<file path="src/rtl/rvco_freq_meter.sv">
// Ring-VCO frequency meter.
// Kicks the VCO start-up gate, waits for the oscillator to settle, then counts
// synchronised osc_in rising edges over a window of CLK_REF cycles. The result
// is held on a valid/ready interface until the consumer accepts it.
//
// state    | meaning
// ---------+--------------------------------------------------------------
// S_IDLE   | waiting for start; win_len is captured when start is accepted
// S_KICK   | kick_n held low for KICK_CYC cycles to pre-charge the supply
// S_SETTLE | kick_n released, SETTLE_CYC cycles for the oscillator to settle
// S_MEAS   | win_q cycles of edge counting, saturating at all-ones
// S_DONE   | count_out/overflow held with count_valid until count_ready
`timescale 1ns/1ps
module rvco_freq_meter #(
    parameter int CNT_W      = 16,
    parameter int WIN_W      = 16,
    parameter int KICK_CYC   = 8,
    parameter int SETTLE_CYC = 64
) (
    input  logic             CLK_REF,
    input  logic             RESET_COUNTERn,
    input  logic             osc_in,
    input  logic             start,
    input  logic [WIN_W-1:0] win_len,
    output logic             kick_n,
    output logic             busy,
    output logic [CNT_W-1:0] count_out,
    output logic             overflow,
    output logic             count_valid,
    input  logic             count_ready
);

    // Phase timer must hold the window length as well as the fixed phase lengths.
    localparam int KICK_W = $clog2(KICK_CYC + 1);
    localparam int SETL_W = $clog2(SETTLE_CYC + 1);
    localparam int KS_W   = (KICK_W > SETL_W) ? KICK_W : SETL_W;
    localparam int TMR_W  = (WIN_W > KS_W) ? WIN_W : KS_W;

    localparam logic [TMR_W-1:0] T_ONE    = TMR_W'(1);
    localparam logic [TMR_W-1:0] T_KICK   = TMR_W'(KICK_CYC);
    localparam logic [TMR_W-1:0] T_SETTLE = TMR_W'(SETTLE_CYC);
    localparam logic [CNT_W-1:0] CNT_MAX  = '1;
    localparam logic [CNT_W-1:0] CNT_ONE  = CNT_W'(1);
    localparam logic [WIN_W-1:0] WIN_ONE  = WIN_W'(1);

    typedef enum logic [2:0] {
        S_IDLE,
        S_KICK,
        S_SETTLE,
        S_MEAS,
        S_DONE
    } state_t;

    state_t             state;
    logic [TMR_W-1:0]   timer;
    logic [WIN_W-1:0]   win_q;
    logic [CNT_W-1:0]   cnt;
    logic               ovf;
    logic               armed;
    logic               s1;
    logic               s2;
    logic               s3;
    logic               edge_det;
    logic [CNT_W-1:0]   cnt_nxt;
    logic               ovf_nxt;

    // Synchronise the asynchronous oscillator; s3 is the delayed copy for edge detect.
    always_ff @(posedge CLK_REF or negedge RESET_COUNTERn) begin
        if (!RESET_COUNTERn) begin
            s1 <= 1'b0;
            s2 <= 1'b0;
            s3 <= 1'b0;
        end else begin
            s1 <= osc_in;
            s2 <= s1;
            s3 <= s2;
        end
    end

    assign edge_det = s2 & ~s3;

    // Saturating increment of the edge count; an edge at saturation flags overflow.
    always_comb begin
        cnt_nxt = cnt;
        ovf_nxt = ovf;
        if (edge_det) begin
            if (cnt == CNT_MAX) begin
                ovf_nxt = 1'b1;
            end else begin
                cnt_nxt = cnt + CNT_ONE;
            end
        end
    end

    // Measurement sequencer with registered outputs. 'armed' blocks a start that
    // lands on the first edge after reset release.
    always_ff @(posedge CLK_REF or negedge RESET_COUNTERn) begin
        if (!RESET_COUNTERn) begin
            state       <= S_IDLE;
            timer       <= '0;
            win_q       <= '0;
            cnt         <= '0;
            ovf         <= 1'b0;
            armed       <= 1'b0;
            kick_n      <= 1'b1;
            busy        <= 1'b0;
            count_out   <= '0;
            overflow    <= 1'b0;
            count_valid <= 1'b0;
        end else begin
            armed <= 1'b1;
            case (state)
                S_IDLE: begin
                    if (start && armed) begin
                        win_q  <= (win_len == '0) ? WIN_ONE : win_len;
                        cnt    <= '0;
                        ovf    <= 1'b0;
                        timer  <= T_KICK;
                        kick_n <= 1'b0;
                        busy   <= 1'b1;
                        state  <= S_KICK;
                    end
                end
                S_KICK: begin
                    if (timer == T_ONE) begin
                        kick_n <= 1'b1;
                        timer  <= T_SETTLE;
                        state  <= S_SETTLE;
                    end else begin
                        timer <= timer - T_ONE;
                    end
                end
                S_SETTLE: begin
                    if (timer == T_ONE) begin
                        timer <= TMR_W'(win_q);
                        state <= S_MEAS;
                    end else begin
                        timer <= timer - T_ONE;
                    end
                end
                S_MEAS: begin
                    cnt <= cnt_nxt;
                    ovf <= ovf_nxt;
                    if (timer == T_ONE) begin
                        // Include an edge seen in the final window cycle.
                        count_out   <= cnt_nxt;
                        overflow    <= ovf_nxt;
                        count_valid <= 1'b1;
                        state       <= S_DONE;
                    end else begin
                        timer <= timer - T_ONE;
                    end
                end
                S_DONE: begin
                    if (count_ready) begin
                        count_valid <= 1'b0;
                        busy        <= 1'b0;
                        state       <= S_IDLE;
                    end
                end
                default: begin
                    state       <= S_IDLE;
                    kick_n      <= 1'b1;
                    busy        <= 1'b0;
                    count_valid <= 1'b0;
                end
            endcase
        end
    end

endmodule

</file>
<file path="config.mk">
export PLATFORM = sky130hd
export DESIGN_NAME = rvco_freq_meter
export DESIGN_NICKNAME = d
export VERILOG_FILES = /design/src/rtl/rvco_freq_meter.sv
export SDC_FILE = /design/constraint.sdc
export NUM_CORES = 1
export LEC_CHECK = 0
export BUFFER_PORTS_ARGS = -buffer_cell sky130_fd_sc_hd__buf_2
export CORE_MARGIN = 2
export CORE_UTILIZATION = 45
export DETAILED_ROUTE_END_ITERATION = 16
export REMOVE_ABC_BUFFERS = 1
export SKIP_LAST_GASP = 1
export SYNTH_ARGS = -nofsm -noshare
export SYNTH_HDL_FRONTEND = slang
export SYNTH_SLANG_ARGS = --single-unit
</file>
<file path="constraint.sdc">
create_clock -name CLK_REF -period 2.3 [get_ports CLK_REF]
set_clock_uncertainty 0.15 [all_clocks]
set_input_delay 0.46 -clock CLK_REF [delete_from_list [all_inputs] [get_ports CLK_REF]]
set_output_delay 0.46 -clock CLK_REF [all_outputs]
set_load 0.1 [all_outputs]
</file>
==> flow_summary.ini <==
[power_and_ir_drop]
switching_share_pct = 44.7
p_per_area_nw_per_um2 = 1220
vdd_drop_max_uv = 965
p_seq_share_pct = 36.7
combPwrFrac_pct = 43.6
power.leakage_nw = 2.26
switching_power_mw = 2.58
clockPowerShare_pct = 19.7
power.internal_mw = 3.20

[global_route]
grt_max_degree = 40
antenna_found_initial = 0
grt_pass1_wl_um = 17100
track_usage_pct = 22.0
gr-total-overflow = 0
grt_pass1_vias = 3358

[synthesis]
yosysMostFrequentCell = nand2_1
seq_area_frac_synth_pct = 47.3
ys.flop_type = dfrtp_1
synth_edf_count = 0
async_flop_share_pct = 100
syn_inst = 435
netlist.area_leader.share_pct = 46.7
syn_avg_cell_area_um2 = 9.24
synthDistinctLibCells = 67
yosysTopAreaCell = dfrtp_1
synth.area.top_cells = dfrtp_1, nand2_1, o21ai_0, nor2_1, a21oi_1
netlist_top_cells_count = nand2_1, dfrtp_1, o21ai_0, nor2_1, a21oi_1
ys_warn_count = 0
syn_area_um2 = 4020
synth-seq-cells = 76

[status]
status = finished, final reports clean

[setup_path]
worstPathBufferInverterCount = 1
end_kind = register
r2r-end = timer[8]$_DFFE_PN0P_
cp_max_fo = 12
critical-path-max-stage-delay_ns = 0.42
critPathArrivalTime_ns = 2.25
critPathKind = reg2reg
crit_required_ns = 2.38
reg2reg_depth = 6
path_delay_family = compound AO/OA/AOI/OAI gates
cp-start-kind = register
r2r_start = timer[9]$_DFFE_PN0P_
path_cells = nor4_4 > buf_4 > nand3_4 > o21ai_2 > nor2_1 > a221o_2
reg2reg_slack_ns = 0.13
crit_slowest_cell = dfrtp_1

[finish]
fin_nets = 520
synthToLayoutAreaGrowth_pct = 17.5
drive_above_1_share_pct = 21.6
diodes = 0
final_cell_area_um2 = 4720

[placement]
io_buffer_count = 40
place.gp.congestion = 0.907
dp_slack_ns = 0.132
place_area_um2 = 4480
dp_hpwl_um = 7210

[sta]
setup_viol = 0
fin_crit_sh_pct = 94.4
fin_ws_ns = 0.128
hold_viol = 0
fin_crit_ns = 2.17
slew_viol_final = 0
fmax_mhz = 460
rsz0062_at_grt = false

[clock_tree]
clk_latency_ns = 0.35
clk_path_buf_depth = 2
root_buffer = clkbuf_8
cts_made_buffers = 9
cts_sinks = 76
clk_pin_slew_worst_paths_ns = 0.08
cts_resized = 0
htreeDepth = 3
cts_tree = done

[worst_hold_path]
hold_path_class = in2reg
hold_path_depth = 1
hp-start = osc_in
holdPathEnd = s1$_DFF_PN0_

[die]
die_area_um2 = 9710
core_um2 = 8680
start_util_pct = 46.3
io_pins = 41
die_x_um = 98.5
row_count = 34
dieHeight_um = 98.5

[drt]
drt_iter0_markers = 183
postRouteAntennaNets = 0
drc = 0
wirelength_um = 9990
via_per_inst = 5.72
routed-via-count = 3485
firstDrtPassIters = 4
wl_per_cell_um = 16.4

[flow_run]
maxCapViolations = 0
==> metal layers <==
metal / part of all wire, % / vias up / GRT usage (%) / wire length [um]
met4: 1.3 / 0 / 6.95 / 131
met5: 0 / - / 0 / 0
li1: - / 1700 / - / -
met1: 53 / 1695 / 35.2 / 5280
met2: 42 / 80 / 30.8 / 4230
met3: 3.5 / 10 / 2.77 / 351
==> worst max path at each step <==
stage                                startpoint                    to  cells after the start
after floorplan            state[1]$_DFFE_PN0P_    cnt[7]$_DFFE_PN0P_                      5
after CTS                  timer[9]$_DFFE_PN0P_  timer[8]$_DFFE_PN0P_                      6
after detailed placement   timer[9]$_DFFE_PN0P_  timer[8]$_DFFE_PN0P_                      6
final                      timer[9]$_DFFE_PN0P_  timer[8]$_DFFE_PN0P_                      6
after global routing      timer[13]$_DFFE_PN0P_  timer[8]$_DFFE_PN0P_                      6
after global placement      cnt[13]$_DFFE_PN0P_    cnt[1]$_DFFE_PN0P_                      5
==> layout by cell type (no fill, tap or decap), drive strengths merged, types with 4 or more instances in the layout <==
cell type / netlist / layout
nand2: 80 / 80
xor2: 6 / 6
clkbuf: 11 / 12
a211oi: 5 / 5
nor2b: 4 / 4
buf: 14 / 74
o211ai: 4 / 4
a221o: 5 / 5
a31oi: 12 / 12
o21ai: 35 / 35
a21o: 8 / 8
and3: 7 / 7
or3: 5 / 5
nor2: 28 / 28
dfrtp: 75 / 75
nor4: 10 / 10
inv: 9 / 9
nand3: 20 / 20
a21oi: 18 / 18
xnor2: 5 / 5
nor3: 13 / 13
o31ai: 4 / 4
nand4: 6 / 6
==> power by group through the flow <==
stage	clock (mW)	sequential, mW	combinational (mW)
global route	1.22	2.18	2.76
detailed placement	0	2.14	2.50
floorplan	0	2.65	1.16
CTS	1.16	2.11	2.51
global placement	0	2.13	2.47
finish	1.14	2.12	2.52
==> timing repair <==
action	in CTS	in global routing
hold buffers	1	0
buffers inserted	0	2
hold endpoints to repair	34	0
setup endpoints to repair	0	4
==> metrics by stage <==
| step | util (%) | total power, mW | instances | setup TNS [ns] | hold slack, ns |
|---|---|---|---|---|---|
| 2_1_floorplan | - | 3.81 | 410 | -0.820 | 0.0144 |
| 3_3_place_gp | 51.6 | 4.60 | 590 | 0 | 0.182 |
| 3_5_place_dp | 51.6 | 4.64 | 590 | 0 | 0.192 |
| 4_1_cts | 54.3 | 5.79 | 607 | 0 | 0.0515 |
| 5_1_grt | 54.4 | 6.16 | 609 | 0 | 0.0494 |
| 6_report | 54.4 | 5.78 | 609 | 0 | 0.0658 |
==> kinds of logic (layout without fill, tap and decap cells) <==
family,Yosys count,after routing,synth area share (%)
buf+inv,34,100,3.92
simple gates,190,190,24.8
xor+xnor,11,11,2.40
flops,76,76,47.3
fa+ha+maj,3,3,0.934
other cells,1,1,0.0933
compound gates,117,117,19.8
mux,3,3,0.747
==> worst register-to-register path: stages (launching register included) <==
cell and delay [ns]:
dfrtp_1 0.42, nor4_4 0.32, buf_4 0.19, nand3_4 0.07
o21ai_2 0.39, nor2_1 0.17, a221o_2 0.35
==> flip-flops by register name (all words and copies together), names as in the netlist <==
signal       flops
count_valid      1
state            3
overflow         1
s2               1
timer           16
kick_n           1
armed            1
count_out       16
cnt             16
s1               1
s3               1
win_q           16
busy             1
ovf              1
==> cell type report <==
cell class	instances	area, um^2
clock buffers	12	145
clock inverters	4	72.6
fillers	833	3960
inverters	9	33.8
multi-input cells	325	1970
flip-flops and latches	76	1900
well taps	108	135
repair buffers	75	468
Note: power is estimated with default switching activity, not from simulation.
